$ cat config.mk
export PLATFORM = sky130hd
export DESIGN_NAME = dbg_ram_loader
export DESIGN_NICKNAME = d
export VERILOG_FILES = /design/src/rtl/dbg_ram_loader.sv
export SDC_FILE = /design/constraint.sdc
export NUM_CORES = 1
export LEC_CHECK = 0
export ABC_AREA = 1
export CAP_MARGIN = 30
export CORE_ASPECT_RATIO = 0.9
export CORE_UTILIZATION = 50
export CTS_CLUSTER_SIZE = 12
export DETAILED_ROUTE_END_ITERATION = 8
export GPL_TIMING_DRIVEN = 0
export PLACE_DENSITY = 0.85
export SYNTH_ARGS = -nofsm -noshare
export SYNTH_HDL_FRONTEND = slang
export SYNTH_SLANG_ARGS = --single-unit
$ cat constraint.sdc
create_clock -name i_qzt_clk -period 2.21 [get_ports i_qzt_clk]
set_clock_uncertainty 0.15 [all_clocks]
set_input_delay 0.5525 -clock i_qzt_clk [delete_from_list [all_inputs] [get_ports i_qzt_clk]]
set_output_delay 0.5525 -clock i_qzt_clk [all_outputs]
set_load 0.005 [all_outputs]
$ cat src/rtl/dbg_ram_loader.sv
// rtl/dbg_ram_loader.sv - debug-side byte editor/writer for the 256-byte BRAM
// Holds the CPU while the operator edits a byte, writes it, then reads it back to verify.
module dbg_ram_loader #(
  parameter int ADDR_W     = 8,
  parameter int DATA_W     = 8,
  parameter int RD_LATENCY = 1
) (
  input  logic              i_qzt_clk,
  input  logic              i_reset,
  input  logic              i_en,
  input  logic              i_pulse,
  input  logic              i_direction,
  input  logic              i_btn_next,
  input  logic              i_btn_commit,
  input  logic [DATA_W-1:0] i_rd_data,
  output logic [ADDR_W-1:0] o_rd_addr,
  output logic              o_wr_en,
  output logic [ADDR_W-1:0] o_wr_addr,
  output logic [DATA_W-1:0] o_wr_data,
  output logic              o_cpu_hold,
  output logic              o_field,
  output logic [1:0]        o_status
);

  typedef enum logic [2:0] {
    S_IDLE,
    S_EDIT,
    S_WRITE,
    S_WAIT_RD,
    S_CHECK
  } state_t;

  // rd_data shows the new address RD_LATENCY cycles after the change; one more edge to capture it
  localparam logic [2:0] LAT      = 3'(RD_LATENCY);
  localparam logic [2:0] LOAD_DLY = 3'(RD_LATENCY + 1);

  localparam logic [1:0] ST_IDLE = 2'b00;
  localparam logic [1:0] ST_BUSY = 2'b01;
  localparam logic [1:0] ST_OK   = 2'b10;
  localparam logic [1:0] ST_ERR  = 2'b11;

  state_t              r_state;
  logic [ADDR_W-1:0]   r_addr;
  logic [DATA_W-1:0]   r_data;
  logic [2:0]          r_cnt;
  logic                r_wr_en;
  logic [ADDR_W-1:0]   r_wr_addr;
  logic [DATA_W-1:0]   r_wr_data;
  logic                r_cpu_hold;
  logic                r_field;
  logic [1:0]          r_status;

  always_ff @(posedge i_qzt_clk or posedge i_reset) begin
    if (i_reset) begin
      r_state    <= S_IDLE;
      r_addr     <= '0;
      r_data     <= '0;
      r_cnt      <= '0;
      r_wr_en    <= 1'b0;
      r_wr_addr  <= '0;
      r_wr_data  <= '0;
      r_cpu_hold <= 1'b0;
      r_field    <= 1'b0;
      r_status   <= ST_IDLE;
    end else begin
      r_wr_en <= 1'b0;
      case (r_state)
        S_IDLE: begin
          if (i_en) begin
            r_state    <= S_EDIT;
            r_cpu_hold <= 1'b1;
            r_field    <= 1'b0;
            r_status   <= ST_IDLE;
            r_cnt      <= LOAD_DLY;
          end
        end
        S_EDIT: begin
          if (!i_en) begin
            r_state    <= S_IDLE;
            r_cpu_hold <= 1'b0;
            r_status   <= ST_IDLE;
            r_cnt      <= '0;
          end else if (i_btn_commit) begin
            r_state   <= S_WRITE;
            r_wr_en   <= 1'b1;
            r_wr_addr <= r_addr;
            r_wr_data <= r_data;
            r_status  <= ST_BUSY;
            r_cnt     <= LAT;
          end else begin
            if (r_cnt != 3'd0) begin
              r_cnt <= r_cnt - 3'd1;
              if (r_cnt == 3'd1) r_data <= i_rd_data;
            end
            // a data edit in the same cycle as a pending reload takes precedence
            if (i_pulse) begin
              if (!r_field) begin
                r_addr   <= i_direction ? r_addr + ADDR_W'(1) : r_addr - ADDR_W'(1);
                r_status <= ST_IDLE;
                r_cnt    <= LOAD_DLY;
              end else begin
                r_data <= i_direction ? r_data + DATA_W'(1) : r_data - DATA_W'(1);
              end
            end
            if (i_btn_next) r_field <= ~r_field;
          end
        end
        S_WRITE: begin
          r_state <= S_WAIT_RD;
        end
        S_WAIT_RD: begin
          if (r_cnt <= 3'd1) begin
            r_state <= S_CHECK;
            r_cnt   <= '0;
          end else begin
            r_cnt <= r_cnt - 3'd1;
          end
        end
        S_CHECK: begin
          r_status <= (i_rd_data == r_data) ? ST_OK : ST_ERR;
          r_cnt    <= '0;
          if (i_en) begin
            r_state <= S_EDIT;
          end else begin
            r_state    <= S_IDLE;
            r_cpu_hold <= 1'b0;
          end
        end
        default: begin
          r_state    <= S_IDLE;
          r_cpu_hold <= 1'b0;
        end
      endcase
    end
  end

  assign o_rd_addr  = r_addr;
  assign o_wr_en    = r_wr_en;
  assign o_wr_addr  = r_wr_addr;
  assign o_wr_data  = r_wr_data;
  assign o_cpu_hold = r_cpu_hold;
  assign o_field    = r_field;
  assign o_status   = r_status;

endmodule
# ---- Yosys cells after proc, flatten, opt, wreduce, memory -nomap -nowiden
# Cells that the tools add are included.
dict set report classes {
  n_bitwise 3
  n_eq_ne 15
  n_reduce_logical 15
  order_cmp 1
  add_sub_neg 5
  muxes 38
}
# operator count
set op_table {}
lappend op_table {{$mux W8} 6}
lappend op_table {{$mux W3} 11}
lappend op_table {{$add A8 B1 Y8 const B} 2}
lappend op_table {{$sub A8 B1 Y8 const B} 2}
lappend op_table {{$pmux W3 S5} 1}
lappend op_table {{$ne A2 B2 Y1 const B} 6}
lappend op_table {{$pmux W3 S4} 1}
lappend op_table {{$reduce_and A3 Y1} 4}
lappend op_table {{$mux W1} 11}
lappend op_table {{$mux W2} 5}
lappend op_table {{$reduce_and A5 Y1} 2}
lappend op_table {{$eq A8 B8 Y1} 1}
lappend op_table {{$ne A4 B4 Y1 const B} 2}
lappend op_table {{$eq A3 B1 Y1 const B} 2}
lappend op_table {{$eq A3 B2 Y1 const B} 2}
lappend op_table {{$pmux W2 S3} 1}
lappend op_table {{$reduce_bool A3 Y1} 2}
lappend op_table {{$reduce_and A4 Y1} 1}
lappend op_table {{$reduce_bool A4 Y1} 1}
lappend op_table {{$reduce_or A2 Y1} 2}
lappend op_table {{$eq A3 B3 Y1 const B} 1}
lappend op_table {{$le A3 B1 Y1 const B} 1}
lappend op_table {{$logic_not A3 Y1} 1}
lappend op_table {{$ne A3 B3 Y1 const B} 1}
lappend op_table {{other kinds (6)} 8}
dict set report word_totals {
  in_bits 15
  regBits 43
  output_inout_bits 29
}

# ---- Logic depth before layout (Yosys ltp)
# Gate-level depths: netlist of the first run.
dict set report depth {
  depth_word 7
  depth_mapped 10
  depth_no_buf 10
}

# ---- Least setup slack after synthesis of the first run
# No wires, ideal clock.
dict set report synth_path {
  path_kind {input to register}
  startpoint {input i_direction}
  endpoint {register r_addr[3], in the netlist o_rd_addr[3]}
  arrival_time_ps 1856
  cell_stages 7
  slack_ps 78
  setup_time_ps 126
  t_required_ps 1934
  path_cell_list {inv_1 ha_1 a21oi_1 nand2_1 or2_2 nand3_1 o21ai_0}
}
dict set report synth_via {
  elab_chain_len 1
}
# element line_no
set synth_lines {}
lappend synth_lines {{start, declared} 12} ;# input logic i_direction,
lappend synth_lines {{$mux W8} 98} ;# r_addr <= i_direction ? r_addr + ADDR_W'(1) : r_addr - ADDR_W'(1);
lappend synth_lines {{end signal, assigned} 98}
lappend synth_lines {{end, declared} 43} ;# logic [ADDR_W-1:0] r_addr;
# No other way between the ends.
# A chain may end at the register's enable or synchronous reset.

# ---- Final worst setup path of the first run
dict set report layout_path {
  startpoint {input i_en}
  endpoint {register r_wr_data[0], in the netlist o_wr_data[0]}
}
dict set report layout_via {
  elab_chain_len 1
}
# element line_no
set layout_lines {}
lappend layout_lines {{start, declared} 10} ;# input logic i_en,
lappend layout_lines {{$reduce_and A3 Y1 (no line)} n/a}
lappend layout_lines {{end signal, assigned} 87} ;# r_wr_data <= r_data;
lappend layout_lines {{end, declared} 48} ;# logic [DATA_W-1:0] r_wr_data;
# No other way between the ends.

==> metrics.log, run 1 <==
[metrics] result of the run: finished, final reports clean
[metrics] ranking of synthesized cells by area: sky130_fd_sc_hd__dfrtp_1 (39%), sky130_fd_sc_hd__nand2_1 (16%), sky130_fd_sc_hd__inv_1 (7.6%)
[metrics] FILL cells: 443
[metrics] Top Family by Delay on Critical Path: buffers and inverters
[metrics] kind of start point of the critical path: input pin
[metrics] Least-Margin Pin Slew: 892 ps
[metrics] share of async-settable or async-resettable flops after synthesis: 100%
[metrics] Yosys warning count: 0
[metrics] most frequent cell after synthesis: sky130_fd_sc_hd__nand2_1
[metrics] Power per Cell Area: 1330 nW/um^2
[metrics] Final setup violation count: 0
[metrics] number of distinct library cells after synthesis: 28
[metrics] Synth Net Count: 410
[metrics] worst-skew pair later-pin latency: 290 ps
[metrics] type of the worst setup path: in2reg
[metrics] final number of hold-violating endpoints: 0
[metrics] wire length after detailed routing: 6.73 mm
[metrics] average cell area after synthesis: 7.29 um^2
[metrics] slew margin rel.: 40.5%
[metrics] post-route fraction of the period consumed by the critical path: 94.7%
[metrics] sequential element share of the synthesized area: 39.1%
[metrics] hold_buf cts: 0
[metrics] proportion of layout cells with a drive suffix above 1: 7.18%
[metrics] post-synthesis cell type with the largest combined area: sky130_fd_sc_hd__dfrtp_1
[metrics] ratio of routed vias to standard cells: 5.35
[metrics] Bufs and invs on worst path: 3
[metrics] DR iter-0 viols: 178
[metrics] largest fanout of any net on the critical path: 10
[metrics] dpl ws: -735 ps
[metrics] Port Buffers: 43
[metrics] diode insertion count for antenna repair: 0
[metrics] length of the first detailed-routing pass in iterations: 5
[metrics] I/O Pins: 44
[metrics] Peak supply drop: 0.656 mV
[metrics] highest cell delay on the worst timing path: 580 ps
[metrics] number of enable flip-flop cells after synthesis: 0
[metrics] flop2flop setup slack: 340 ps
[metrics] vias in the first global route: 2,532
[metrics] number of clock sinks seen by CTS: 43
[metrics] DRT antenna net count: 0
[metrics] required time at the endpoint of the critical path: 2260 ps
[metrics] unrepaired setup endpoints after global routing: yes
[metrics] area of all sequential standard cells: 1080 um^2
[metrics] chip width: 80.2 um
[metrics] Detailed Place HPWL: 5.02 mm
[metrics] global-route wire length before repair: 11.2 mm
[metrics] die outline height: 72.4 um
[metrics] ordered list of cells on the worst path: clkdlybuf4s50_1, inv_1, nor2_1, nand2_2, buf_2, o21ai_0
[metrics] cell with the largest stage delay on the worst path: sky130_fd_sc_hd__clkdlybuf4s50_1
[metrics] list of most frequent post-synthesis cells: sky130_fd_sc_hd__nand2_1 (114), sky130_fd_sc_hd__inv_1 (56), sky130_fd_sc_hd__dfrtp_1 (43), sky130_fd_sc_hd__o21ai_0 (31), sky130_fd_sc_hd__nand3_1 (30)
[metrics] # rows: 25
[metrics] post-place instance area: 3270 um^2
[metrics] antenna violations before repair: 0
[metrics] Most used DFF post-synth: sky130_fd_sc_hd__dfrtp_1
[metrics] wire length per cell after detailed routing: 13.5 um
[metrics] combined area of all synthesized cells: 2760 um^2
[metrics] worst hold path type: reg2reg
[metrics] flip-flop and latch count after synthesis: 43
[metrics] footprint of the multi-input gates: 1440 um^2
[metrics] H-tree depth: 2
[metrics] static leakage: 1.74 nW
[metrics] residual DRC count: 0
[metrics] minimum clock period after layout: 2090 ps
[metrics] final number of max-transition violations: 0
[metrics] total clock buffers created by CTS: 5
[metrics] Final Worst Setup Slack: 117 ps
[metrics] upper clock frequency limit: 478 MHz
[metrics] Global Route Usage Sum: 25.0%
[metrics] area of the die: 5810 um^2
[metrics] # nets final: 463
[metrics] arrival time reported for the critical path endpoint: 2150 ps
[metrics] aggregate global routing overflow: 0
[metrics] Vias: 2,668
[metrics] instance count of the mapped netlist: 378
[metrics] Critical Path End Type: register
[metrics] share of the synthesized area in the top cell type: 39.1%
[metrics] weighted congestion reported at the end of routability-driven placement: 0.902
[metrics] effective utilization at floorplan: 52.1%
[metrics] root buffer cell: sky130_fd_sc_hd__clkbuf_8
[metrics] Area Growth Syn to Fin: 22.8%
[metrics] clock-pin slew on the worst setup and hold paths: 80 ps
[metrics] CTS tree: yes
[metrics] maximum clock insertion buffer count: 2
[metrics] number of violations of the max-capacitance limit: 0
[metrics] Non-Filler Cell Area, Final: 3380 um^2
[metrics] largest net degree at the start of global routing: 44
[metrics] standard cell core area: 5290 um^2
[routing by layer]
metal	vias up	wire (um)	part of all wire, %	track usage, %
met4	0	90	1.3	8.13
met3	13	382	5.7	4.40
met1	1245	2960	44	32.7
li1	1321	-	-	-
met2	89	3300	49	42.3
met5	-	0	0	0
[stage by stage]
step / total power, mW / std cells / hold slack, ps / TNS (ps) / util (%)
finish: 4.50 / 499 / 332 / 0 / 64.0
global route: 4.92 / 499 / 357 / -0.520 / 64.0
CTS: 4.48 / 499 / 332 / 0 / 63.9
detailed placement: 3.97 / 488 / 312 / -11080 / 61.8
global placement: 3.84 / 488 / 309 / -25270 / 61.8
floorplan: 3.03 / 378 / 314 / 0 / -
[cell type report]
class | count | area share [%]
buffer | 4 | 0.851
clock buffer | 7 | 2.26
clock inverter | 1 | 0.148
inverter | 59 | 6.66
multi-input combinational | 272 | 42.5
sequential | 43 | 31.8
tap | 67 | 2.48
timing repair buffer | 46 | 13.2
[power breakdown]
group | switching [mW] | internal (mW)
Clock | 0.267 | 0.222
Combinational | 1.37 | 1.15
Sequential | 0.338 | 1.15
Total | 1.98 | 2.52
[tightest hold or removal path, stage by stage, from the launching register on]
cell	delay, ps
sky130_fd_sc_hd__dfrtp_1	350
sky130_fd_sc_hd__nand2_1	50
sky130_fd_sc_hd__nand2_1	50
[placed cells by master, fill, tap and decap left out, drive strengths merged, types with 2 or more instances in the layout]
cell	Yosys	layout
xor2	5	5
buf	4	8
clkdlybuf4s50	0	42
or2	3	3
fa	2	2
nor2	30	30
nand2	115	115
nand4	7	7
ha	15	15
clkbuf	0	7
nand3	31	31
xnor2	4	4
o21ai	31	31
nor3	5	5
inv	59	58
a21oi	17	17
dfrtp	43	43
o31ai	2	2
[kinds of logic after synthesis]
group                    after synthesis  synth area share (%)
AO/OA/AOI/OAI                         55                  10.5
XOR/XNOR                               9                  2.86
adder cells (fa/ha/maj)               17                  8.27
buffers and inverters                 63                  9.08
flip-flops                            43                  39.1
AND/OR/NAND/NOR                      191                  30.2
[repair_timing]
| action | CTS | global route |
|---|---|---|
| endpoints found under the setup margin | 13 | 8 |
| setup buffers | 3 | 0 |
| resized for setup | 4 | 6 |
[worst paths after layout]
| path | from | to | depth (start not counted) |
|---|---|---|---|
| setup / recovery | i_en | o_wr_data[0]$_DFFE_PP0P_ | 6 |
| hold / removal | o_status[1]$_DFFE_PP0P_ | o_status[1]$_DFFE_PP0P_ | 2 |
| setup reg to reg | r_state[0]$_DFFE_PP0P_ | r_cnt[1]$_DFFE_PP0P_ | 8 |
| hold reg to reg | o_status[1]$_DFFE_PP0P_ | o_status[1]$_DFFE_PP0P_ | 2 |
| max in group asynchronous | i_reset | o_wr_addr[2]$_DFFE_PP0P_ | 2 |
| min in group asynchronous | i_reset | o_rd_addr[7]$_DFFE_PP0P_ | 2 |
[registers in the layout, summed over array words and instances, names as in the netlist]
name	flops
o_wr_addr	8
o_cpu_hold	1
o_wr_data	8
o_field	1
r_data	8
o_status	2
r_state	3
o_wr_en	1
o_rd_addr	8
r_cnt	3
Note: power is estimated with default switching activity, not from simulation.
==> run 2: changes to the inputs <==
CORE_UTILIZATION = 45   (was 50)
PLACE_DENSITY = 0.79   (was 0.85)
==> metrics.log, run 2 (same netlist as run 1, synthesis figures left out) <==
[metrics] Logic pwr share: 53.7% (was 56.1%)
[metrics] Reg2Reg Depth: 8 (unchanged)
[metrics] length of the first detailed-routing pass in iterations: 6 (was 5)
[metrics] clock-pin slew on the worst setup and hold paths: 80 ps (about the same)
[metrics] Non-Filler Cell Area, Final: 3530 um^2 (was 3380 um^2)
[metrics] Peak supply drop: 0.735 mV (was 0.656 mV)
[metrics] Least-Margin Pin Slew: 317 ps (was 892 ps)
[metrics] worst hold path type: reg2reg (unchanged)
[metrics] upper clock frequency limit: 481 MHz (was 478 MHz)
[metrics] Power Internal: 2.82 mW (was 2.52 mW)
[metrics] Bufs and invs on worst path: 4 (was 3)
[metrics] static leakage: 1.79 nW (was 1.74 nW)
[metrics] aggregate global routing overflow: 0 (unchanged)
[metrics] proportion of layout cells with a drive suffix above 1: 8.53% (was 7.18%)
[metrics] part of the total power dissipated in the clock network: 15.2% (was 10.9%)
[metrics] flop2flop setup slack: 330 ps (was 340 ps)
[metrics] slew margin rel.: 78.8% (was 40.5%)
[metrics] Power per Cell Area: 1370 nW/um^2 (was 1330 nW/um^2)
[metrics] reg2reg start: r_state[2]$_DFFE_PP0P_ (was r_state[0]$_DFFE_PP0P_)
[metrics] result of the run: finished with violations (was finished, final reports clean)
[metrics] Global Route Usage Sum: 22.6% (was 25.0%)
[metrics] type of the worst setup path: in2reg (unchanged)
[metrics] wire length after detailed routing: 6.99 mm (was 6.73 mm)
[metrics] ratio of routed vias to standard cells: 5.31 (was 5.35)
[metrics] cell with the largest stage delay on the worst path: sky130_fd_sc_hd__clkdlybuf4s50_1 (unchanged)
[metrics] area of the die: 6440 um^2 (was 5810 um^2)
[metrics] Final setup violation count: 0 (unchanged)
[metrics] worst-skew pair later-pin latency: 300 ps (was 290 ps)
[metrics] global-route wire length before repair: 11.7 mm (was 11.2 mm)
[metrics] Detailed Place HPWL: 5.03 mm (was 5.02 mm)
[metrics] share of power burned in registers: 31.1% (was 33.0%)
[metrics] H-tree depth: 2 (unchanged)
[metrics] standard cell core area: 5790 um^2 (was 5290 um^2)
[metrics] total clock buffers created by CTS: 5 (unchanged)
[metrics] chip width: 84.5 um (was 80.2 um)
[metrics] root buffer cell: sky130_fd_sc_hd__clkbuf_8 (unchanged)
[metrics] Critical Path End Type: register (unchanged)
[metrics] kind of start point of the critical path: input pin (unchanged)
[metrics] required time at the endpoint of the critical path: 2270 ps (was 2260 ps)
[metrics] post-route fraction of the period consumed by the critical path: 94.0% (was 94.7%)
[metrics] Vias: 2,676 (was 2,668)
[metrics] hold path start: o_wr_data[1]$_DFFE_PP0P_ (was o_status[1]$_DFFE_PP0P_)
[metrics] Psw: 2.02 mW (was 1.98 mW)
[metrics] dpl ws: -720 ps (was -735 ps)
[metrics] post-placement cell count: 492 (was 488)
[metrics] largest fanout of any net on the critical path: 10 (unchanged)
[metrics] number of cells on the worst hold path: 2 (unchanged)
[metrics] final number of max-transition violations: 0 (unchanged)
[metrics] largest net degree at the start of global routing: 33 (was 44)
[metrics] diode insertion count for antenna repair: 0 (unchanged)
[metrics] DR iter-0 viols: 201 (was 178)
[metrics] weighted congestion reported at the end of routability-driven placement: 0.911 (was 0.902)
[metrics] # nets final: 465 (was 463)
[metrics] arrival time reported for the critical path endpoint: 2140 ps (was 2150 ps)
[metrics] number of clock sinks seen by CTS: 43 (unchanged)
[metrics] Port Buffers: 43 (unchanged)
[metrics] number of violations of the max-capacitance limit: 0 (unchanged)
[metrics] antenna violations before repair: 0 (unchanged)
[metrics] Area Growth Syn to Fin: 28.0% (was 22.8%)
[metrics] vias in the first global route: 2,570 (was 2,532)
[metrics] CTS tree: yes (unchanged)
[metrics] final number of hold-violating endpoints: 0 (unchanged)
[metrics] R2R Path End: o_rd_addr[6]$_DFFE_PP0P_ (was r_cnt[1]$_DFFE_PP0P_)
[metrics] die outline height: 76.2 um (was 72.4 um)
[metrics] Top Family by Delay on Critical Path: buffers and inverters (unchanged)
[metrics] most common cell after layout, fill and taps aside: sky130_fd_sc_hd__nand2_1 (unchanged)
[metrics] utilization after layout: 60.9% (was 64.0%)
[metrics] commonest cells after routing, fill and taps aside: sky130_fd_sc_hd__nand2_1 (114), sky130_fd_sc_hd__inv_1 (54), sky130_fd_sc_hd__dfrtp_1 (43), sky130_fd_sc_hd__clkdlybuf4s50_1 (42), sky130_fd_sc_hd__o21ai_0 (31) (was sky130_fd_sc_hd__nand2_1 (113), sky130_fd_sc_hd__inv_1 (54), sky130_fd_sc_hd__dfrtp_1 (43), sky130_fd_sc_hd__clkdlybuf4s50_1 (42), sky130_fd_sc_hd__o21ai_0 (31))
[metrics] minimum clock period after layout: 2080 ps (was 2090 ps)
[metrics] count of non-filler cells in the finished layout: 504 (was 499)
[metrics] violated checks: design-rule violations
[metrics] maximum clock insertion buffer count: 2 (unchanged)
[metrics] Final Worst Setup Slack: 131 ps (was 117 ps)
[metrics] residual DRC count: 2 (was 0)
[metrics] effective utilization at floorplan: 47.6% (was 52.1%)
[metrics] ordered list of cells on the worst path: clkdlybuf4s50_1, inv_1, nor3_4, inv_2, nor2_4, buf_6, nand3_1, o21ai_0 (was clkdlybuf4s50_1, inv_1, nor2_1, nand2_2, buf_2, o21ai_0)
[metrics] # rows: 26 (was 25)
[metrics] hold_buf cts: 0 (unchanged)
[metrics] DRT antenna net count: 0 (unchanged)
[metrics] WHS Endpoint: o_wr_data[1]$_DFFE_PP0P_ (was o_status[1]$_DFFE_PP0P_)
[metrics] Final Hold Slack: 331 ps (was 332 ps)
[metrics] highest cell delay on the worst timing path: 580 ps (about the same)
[metrics] switching part of the total power: 41.8% (was 43.9%)
[metrics] I/O Pins: 44 (unchanged)
[metrics] post-place instance area: 3290 um^2 (was 3270 um^2)
[metrics] total power after layout: 4.84 mW (was 4.50 mW)
[metrics] wire length per cell after detailed routing: 13.9 um (was 13.5 um)
[metrics] setup TNS: 0 ps (unchanged)
==> run 2: cell count changes in the layout (fill, tap and decap cells not counted), sizes merged <==
cell,delta
clkinv,-1
buf,+2
bufinv,+2
clkbuf,-1
==> run 2: power by group through the flow <==
| stage | combinational, mW | clock (mW) | sequential [mW] |
|---|---|---|---|
| final | 2.60 | 0.735 | 1.51 |
| after global routing | 2.93 | 0.764 | 1.55 |
| after CTS | 2.51 | 0.741 | 1.49 |
| after detailed placement | 2.48 | 0 | 1.49 |
| after global placement | 2.38 | 0 | 1.49 |
| after floorplan | 1.58 | 0 | 1.45 |
==> run 2: what timing repair did <==
| item | CTS | global route |
|---|---|---|
| setup buffers | 4 | 0 |
| resized for setup | 4 | 10 |
| endpoints found under the hold margin | 0 | 0 |
| setup endpoints to repair | 13 | 26 |
| pin swaps | 0 | 1 |
==> run 2: routing by layer <==
metal,track usage [%],vias to the layer above,part of all wire [%]
met5,0,-,0
met4,8.47,0,1.2
met3,3.90,8,5.5
met2,36.7,79,48
met1,30.4,1269,45
li1,-,1320,-
==> run 2: how the worst max path moves through the flow <==
stage / from / endpoint / slack [ps] / cells after the start
3_5_place_dp: i_direction / o_rd_addr[3]$_DFFE_PP0P_ / -720 / 8
4_1_cts: i_direction / r_data[2]$_DFFE_PP0P_ / 70 / 9
2_1_floorplan: i_direction / o_rd_addr[3]$_DFFE_PP0P_ / 80 / 7
5_1_grt: i_en / o_rd_addr[6]$_DFFE_PP0P_ / -0.4 / 8
3_3_place_gp: i_direction / o_rd_addr[3]$_DFFE_PP0P_ / -700 / 8
6_report: i_en / o_rd_addr[6]$_DFFE_PP0P_ / 130 / 8
==> run 2: worst min-delay path: stages (launching register included) <==
cell,delay (ps)
sky130_fd_sc_hd__dfrtp_1,350
sky130_fd_sc_hd__nand2_1,50
sky130_fd_sc_hd__nand2_1,50
==> run 2: cell type report <==
cell class / instances / area [um^2]
plain buffers: 4 / 28.8
clock buffers: 6 / 72.6
clock inverters: 2 / 60.1
fillers: 517 / 2260
inverters: 59 / 225
multi-input cells: 272 / 1490
flip-flops and latches: 43 / 1080
well taps: 70 / 87.6
repair buffers: 48 / 488
==> run 3: changes to the inputs <==
clock period = 2.4 ns   (was 2.21 ns; I/O delays follow)
==> metrics.log, run 3 (same netlist as run 1, synthesis figures left out) <==
[metrics] result of the run: finished with violations (unchanged)
[metrics] violated checks: design-rule violations (unchanged)
[metrics] Final setup violation count: 0 (unchanged)
[metrics] cell with the largest stage delay on the worst path: sky130_fd_sc_hd__clkdlybuf4s50_1 (unchanged)
[metrics] weighted congestion reported at the end of routability-driven placement: 0.911 (unchanged)
[metrics] DRT antenna net count: 0 (unchanged)
[metrics] kind of start point of the critical path: input pin (unchanged)
[metrics] most common cell after layout, fill and taps aside: sky130_fd_sc_hd__nand2_1 (unchanged)
[metrics] number of violations of the max-capacitance limit: 0 (unchanged)
[metrics] static leakage: 1.79 nW (about the same)
[metrics] standard cell core area: 5790 um^2 (unchanged)
[metrics] Peak supply drop: 0.673 mV (was 0.735 mV)
[metrics] proportion of layout cells with a drive suffix above 1: 6.91% (was 8.53%)
[metrics] post-place instance area: 3290 um^2 (unchanged)
[metrics] worst hold path type: reg2reg (unchanged)
[metrics] unrepaired setup endpoints after global routing: no
[metrics] setup TNS: 0 ps (unchanged)
[metrics] ordered list of cells on the worst path: clkdlybuf4s50_1, inv_1, nor3_4, buf_4, o21ai_0, nor2_1, nand2_1, nand2_1 (was clkdlybuf4s50_1, inv_1, nor3_4, inv_2, nor2_4, buf_6, nand3_1, o21ai_0)
[metrics] arrival time reported for the critical path endpoint: 2280 ps (was 2140 ps)
[metrics] I/O Pins: 44 (unchanged)
[metrics] hold path start: o_status[1]$_DFFE_PP0P_ (was o_wr_data[1]$_DFFE_PP0P_)
[metrics] vias in the first global route: 2,570 (unchanged)
[metrics] Non-Filler Cell Area, Final: 3470 um^2 (was 3530 um^2)
[metrics] length of the first detailed-routing pass in iterations: 7 (was 6)
[metrics] Final Worst Setup Slack: 209 ps (was 131 ps)
[metrics] largest fanout of any net on the critical path: 10 (unchanged)
[metrics] diode insertion count for antenna repair: 0 (unchanged)
[metrics] area of the die: 6440 um^2 (unchanged)
[metrics] FILL cells: 526 (was 517)
[metrics] Least-Margin Pin Slew: 306 ps (was 317 ps)
[metrics] H-tree depth: 2 (unchanged)
[metrics] # rows: 26 (unchanged)
[metrics] Port Buffers: 43 (unchanged)
[metrics] root buffer cell: sky130_fd_sc_hd__clkbuf_8 (unchanged)
[metrics] Power per Cell Area: 1260 nW/um^2 (was 1370 nW/um^2)
[metrics] chip width: 84.5 um (unchanged)
[metrics] total clock buffers created by CTS: 5 (unchanged)
[metrics] CTS tree: yes (unchanged)
[metrics] antenna violations before repair: 0 (unchanged)
[metrics] type of the worst setup path: in2reg (unchanged)
[metrics] highest cell delay on the worst timing path: 580 ps (about the same)
[metrics] ratio of routed vias to standard cells: 5.33 (was 5.31)
[metrics] number of clock sinks seen by CTS: 43 (unchanged)
[metrics] WHS Endpoint: o_status[1]$_DFFE_PP0P_ (was o_wr_data[1]$_DFFE_PP0P_)
[metrics] count of non-filler cells in the finished layout: 504 (unchanged)
[metrics] Vias: 2,687 (was 2,676)
[metrics] wire length per cell after detailed routing: 13.7 um (was 13.9 um)
[metrics] DR iter-0 viols: 213 (was 201)
[metrics] number of cells on the worst hold path: 2 (unchanged)
[metrics] post-placement cell count: 492 (unchanged)
[metrics] reg2reg start: r_state[0]$_DFFE_PP0P_ (was r_state[2]$_DFFE_PP0P_)
[metrics] slew margin rel.: 79.5% (was 78.8%)
[metrics] required time at the endpoint of the critical path: 2490 ps (was 2270 ps)
[metrics] Global Route Usage Sum: 22.6% (unchanged)
[metrics] commonest cells after routing, fill and taps aside: sky130_fd_sc_hd__nand2_1 (114), sky130_fd_sc_hd__inv_1 (54), sky130_fd_sc_hd__dfrtp_1 (43), sky130_fd_sc_hd__clkdlybuf4s50_1 (42), sky130_fd_sc_hd__o21ai_0 (31) (unchanged)
[metrics] critical path's most frequent cell: sky130_fd_sc_hd__nand2_1
[metrics] aggregate global routing overflow: 0 (unchanged)
[metrics] utilization after layout: 59.9% (was 60.9%)
[metrics] hold_buf cts: 0 (unchanged)
[metrics] footprint of the multi-input gates: 1430 um^2 (was 1490 um^2)
[metrics] die outline height: 76.2 um (unchanged)
[metrics] total power after layout: 4.37 mW (was 4.84 mW)
[metrics] residual DRC count: 2 (unchanged)
[metrics] worst-skew pair later-pin latency: 300 ps (about the same)
[metrics] Area Growth Syn to Fin: 25.8% (was 28.0%)
[metrics] minimum clock period after layout: 2190 ps
[metrics] post-route fraction of the period consumed by the critical path: 91.3%
[metrics] # nets final: 465 (unchanged)
[metrics] maximum clock insertion buffer count: 2 (unchanged)
[metrics] clock-pin slew on the worst setup and hold paths: 90 ps (was 80 ps)
[metrics] Top Family by Delay on Critical Path: buffers and inverters (unchanged)
[metrics] upper clock frequency limit: 456 MHz
[metrics] Final Hold Slack: 329 ps (was 331 ps)
[metrics] R2R Path End: r_cnt[1]$_DFFE_PP0P_ (was o_rd_addr[6]$_DFFE_PP0P_)
[metrics] dpl ws: -578 ps (was -720 ps)
[metrics] Reg2Reg Depth: 8 (unchanged)
[metrics] Detailed Place HPWL: 5.03 mm (unchanged)
[metrics] Critical Path End Type: register (unchanged)
[metrics] wire length after detailed routing: 6.92 mm (was 6.99 mm)
[metrics] area of all sequential standard cells: 1080 um^2 (unchanged)
[metrics] final number of hold-violating endpoints: 0 (unchanged)
[metrics] flop2flop setup slack: 540 ps (was 330 ps)
[metrics] global-route wire length before repair: 11.7 mm (unchanged)
[metrics] final number of max-transition violations: 0 (unchanged)
[metrics] largest net degree at the start of global routing: 33 (unchanged)
[metrics] Bufs and invs on worst path: 3 (was 4)
[metrics] effective utilization at floorplan: 47.6% (unchanged)
[run 3: area by class of cell]
class                           instances  area share, %
Inverter                               59           6.50
Multi-Input combinational cell        272           41.2
Timing Repair Buffer                   48           14.1
Clock inverter                          2           1.73
Clock buffer                            6           2.09
Sequential cell                        43           31.0
Tap cell                               70           2.53
Buffer                                  4          0.830
[run 3: layer usage]
layer	part of all wire (%)	global-route usage, %	vias to the layer above
met2	47	36.7	98
met1	46	30.4	1256
met4	1.6	8.47	0
li1	-	-	1319
met5	0	0	-
met3	4.8	3.90	14
[run 3: worst register-to-register path: stages, from the launching register on]
cell and delay (ps):
sky130_fd_sc_hd__dfrtp_1 470, sky130_fd_sc_hd__nor2_1 300, sky130_fd_sc_hd__inv_1 140, sky130_fd_sc_hd__nor3_4 230, sky130_fd_sc_hd__inv_1 100, sky130_fd_sc_hd__nand2_1 100, sky130_fd_sc_hd__inv_1 60, sky130_fd_sc_hd__o21ai_0 150
sky130_fd_sc_hd__inv_1 50
[run 3: power by group]
group | switching [mW] | internal [mW] | total, mW
combinational | 1.26 | 1.06 | 2.32
sequential | 0.316 | 1.06 | 1.37
clock | 0.256 | 0.416 | 0.672
total | 1.83 | 2.53 | 4.37
[run 3: timing repair]
action | CTS | global route
endpoints found under the hold margin | 0 | 0
setup endpoints to repair | 11 | 10
gates resized for setup | 2 | 3
buffers inserted | 4 | 0
[run 3: how the worst max path moves through the flow]
stage / from / slack [ps] / end / cells past startpoint
5_1_grt: i_en / 60 / o_wr_addr[3]$_DFFE_PP0P_ / 6
3_3_place_gp: i_direction / -550 / o_rd_addr[3]$_DFFE_PP0P_ / 8
3_5_place_dp: i_direction / -580 / o_rd_addr[3]$_DFFE_PP0P_ / 8
2_1_floorplan: i_direction / 220 / o_rd_addr[3]$_DFFE_PP0P_ / 7
4_1_cts: i_direction / 80 / r_data[2]$_DFFE_PP0P_ / 9
6_report: i_en / 210 / r_data[6]$_DFFE_PP0P_ / 8
==> RTL edit 1 (settings of run 1) <==
Reset style: synchronous (`i_reset`), changed in one clocked block.
--- a/src/rtl/dbg_ram_loader.sv
+++ b/src/rtl/dbg_ram_loader.sv
@@ -52,3 +52,3 @@
 
-  always_ff @(posedge i_qzt_clk or posedge i_reset) begin
+  always_ff @(posedge i_qzt_clk) begin
     if (i_reset) begin
Function: differs if i_reset is asserted again (counterexample within 4 cycles, from zero or initial values and one cycle with i_reset high); with i_reset held inactive, the same outputs for 4 cycles.
==> RTL edit 1 against run 1 <==
  * Setup slack better by 0.090 ns
  * Wire length is 2.0% lower
  * Sequential cell count is the same
  * Register-to-register slack lost 0.07 ns
  * Area after synthesis shrank 2.5%
  * Utilization rose by 1.9 points
  * Design area decreased by 2.3%
Power is not compared: it rests on default switching activity, and its combinational part moved more than twofold at a synthesized area within 25%.
==> RTL edit 1: results <==
group,metric,value,unit
run_status,status,"finished, final reports clean",
logic_synthesis,synthXorXnorAreaFrac,4.24,%
setup_path,crit_slowest_cell,"ha_1",
route,wl_met2,3.20,mm
setup_path,crit_start,"i_direction",
logic_synthesis,synth_fa_ha_area_share,8.48,%
setup_path,critPathMaxStageDelay,0.34,ns
setup_path,r2r_start,"r_cnt[0]",
setup_path,crit_fanout,7,
final_layout,final_nets,472,
place,place_congestion,0.901,
route,num_vias,2689,
global_route,grt_usage,24.9,%
route,wl_met1,2.99,mm
global_route,grt_use_met2,43.9,%
global_route,gr-usage-met3,4.33,%
route,drt-wirelength-per-cell,13.0,µm
logic_synthesis,synth_compound_area_share,16.4,%
place,place_hpwl,5.07,mm
route,drt_first_pass_iters,4,
logic_synthesis,synth_seq_area_share,32.0,%
global_route,met1_usage,30.6,%
hold_path,hp-start,"o_status[1]",
route,drtIter0Drc,160,
place,place_area,3200,µm²
global_route,grt_pass1_vias,2557,
logic_synthesis,syn_nets,420,
place,place_ws,-0.672,ns
sta,tightest_slew,0.621,ns
[RTL edit 1: cell types whose count changed after synthesis, moves of 4 or more]
cell / run 1 / this run
nand3b_1: 0 / 4
xnor2_1: 4 / 11
o21ai_1: 0 / 4
clkbuf_1: 0 / 4
a21oi_1: 17 / 32
inv_1: 56 / 46
dfrtp_1: 43 / 0
nor2_1: 29 / 44
nand2_1: 114 / 84
nand4_1: 7 / 2
dfxtp_1: 0 / 43
[RTL edit 1: per-stage QoR]
| step | setup TNS, ns | power [mW] | cells | util, % |
|---|---|---|---|---|
| after floorplan | 0 | 1.13 | 388 | - |
| after global placement | -6.78 | 1.26 | 496 | 63.8 |
| after detailed placement | -7.32 | 1.27 | 496 | 63.8 |
| after CTS | 0 | 1.79 | 506 | 66.0 |
| after global routing | 0 | 1.88 | 506 | 65.9 |
| final | 0 | 1.79 | 506 | 65.9 |
[RTL edit 1: cells by family after synthesis]
family,after synthesis
DFF,43
AOI/OAI and AO/OA,80
buffers and inverters,57
xor gates and xnor gates,13
and+or+nand+nor,178
adders and majority gates,17
[RTL edit 1: worst paths after layout]
check	end	slack, ns	cells after the start
min reg2reg	o_status[1]	0.32	2
max	o_rd_addr[3]	0.21	9
max reg2reg	r_data[2]	0.27	8
min	o_status[1]	0.32	2
[RTL edit 1: cell type report]
class,instances,area share [%]
well taps,65,2.46
plain buffers,8,1.78
multi-input cells,288,47.9
inverters,49,5.68
repair buffers,45,13.3
clock buffers,5,2.08
clock inverters,3,0.719
flip-flops and latches,43,26.1
[RTL edit 1: what timing repair did]
action                     in CTS  in global routing
setup endpoints to repair      13                 11
setup buffers                   2                  0
hold buffers                    0                  0
resized for setup               2                  2
pin swaps                       0                  0
==> RTL edit 2 (settings of run 1) <==
Without the edit above. `DATA_W`: 8 -> 10.
--- a/src/rtl/dbg_ram_loader.sv
+++ b/src/rtl/dbg_ram_loader.sv
@@ -4,3 +4,3 @@
   parameter int ADDR_W     = 8,
-  parameter int DATA_W     = 8,
+  parameter int DATA_W     = 10,
   parameter int RD_LATENCY = 1
Ports: changed (resized i_rd_data and o_wr_data); port bits go from 44 to 48. No check against the original RTL was run, so the function may have changed too.
==> RTL edit 2 against run 1 <==
  * Synthesized cell count is 7.7% higher
  * Die area rose by 13%
  * Sequential cell count grew 4
  * Wire length grew 15%
  * Total power up 19%
  * Clock power is 33% higher
  * Setup slack worse by 0.011 ns
  * Area after synthesis rose by 14%
  * Register-to-register slack worse by 0.15 ns
  * Design area up 15%
==> RTL edit 2: results <==
group,metric,value,unit
global_route,grt_pass1_wl,13.1,mm
logic_synthesis,synth_top_cells_by_area,"dfrtp_1, nand2_1, ha_1, inv_1, nand3_1",
place,place_ws,-1.04,ns
place,place_hpwl,5.82,mm
route,drtIter0Drc,228,
global_route,grt_usage,25.0,%
global_route,grt_use_met2,39.5,%
global_route,grt_max_degree,36,
logic_synthesis,syn_nets,443,
sta,fmax,475,MHz
hold_path,min_to,"o_wr_addr[7]",
hold_path,min_path_cells,2,
clock_network,htree_num_levels,2,
setup_path,crit_slowest_cell,"ha_1",
global_route,gr-usage-met3,4.84,%
route,num_vias,2951,
final_layout,final_nets,500,
route,highest_layer,"met4",
final_layout,drive_gt1_share,11.4,%
setup_path,crit_start,"i_direction",
power_and_ir_drop,peakVddDrop,0.734,mV
sta,slew_headroom,72.6,%
route,wl_met2,3.61,mm
hold_path,hp-start,"o_wr_addr[7]",
logic_synthesis,synthCells,407,
setup_path,r2r_slack,0.19,ns
setup_path,crit_end,"r_data[9]",
setup_path,r2r_start,"r_data[0]",
route,drt-wirelength-per-cell,14.5,µm
global_route,grt_pass1_vias,2742,
global_route,met1_usage,35.5,%
setup_path,start_kind,"input port",
run_status,status,"finished, final reports clean",
setup_path,regToRegEndpoint,"r_data[8]",
sta,holdWs,0.330,ns
setup_path,crit_fanout,5,
setup_path,crit_arrival,2.18,ns
place,dp.cells,525,
place,place_area,3710,µm²
place,place_congestion,0.942,
setup_path,critPathMaxStageDelay,0.35,ns
power_and_ir_drop,leakagePower,1.95,nW
place,numPortBuffers,47,
route,wl_met1,3.64,mm
route,wl_met3,395,µm
final_layout,fin_cells,535,
logic_synthesis,ys_types,34,
logic_synthesis,synth_seq_area_share,37.6,%
logic_synthesis,synth_common_cells,"nand2_1, inv_1, dfrtp_1, nand3_1",
## RTL edit 2: power by group
part / internal [mW] / switching, mW / leakage [nW] / total (mW)
combinational: 1.39 / 1.70 / 1.30 / 3.09
clock: 0.337 / 0.312 / 0.0581 / 0.650
sequential: 1.25 / 0.373 / 0.589 / 1.62
## RTL edit 2: final cells by class
cell class / instances / area, µm²
timing repair buffer: 50 / 503
buffer: 5 / 48.8
sequential: 47 / 1180
inverter: 59 / 235
clock buffer: 5 / 68.8
multi-input combinational: 296 / 1710
fill: 477 / 1980
clock inverter: 3 / 43.8
tap: 70 / 87.6
## RTL edit 2: cell families after synthesis
group,synth area share [%]
AO/OA/AOI/OAI,16.3
buffers and inverters,8.96
adder cells (fa/ha/maj),8.08
AND/OR/NAND/NOR,25.2
XOR/XNOR,3.92
flip-flops,37.6
## RTL edit 2: timing repair
item | in CTS | in global routing
resized for setup | 9 | 8
setup buffers | 2 | 0
pin swaps | 1 | 0
setup endpoints to repair | 15 | 4
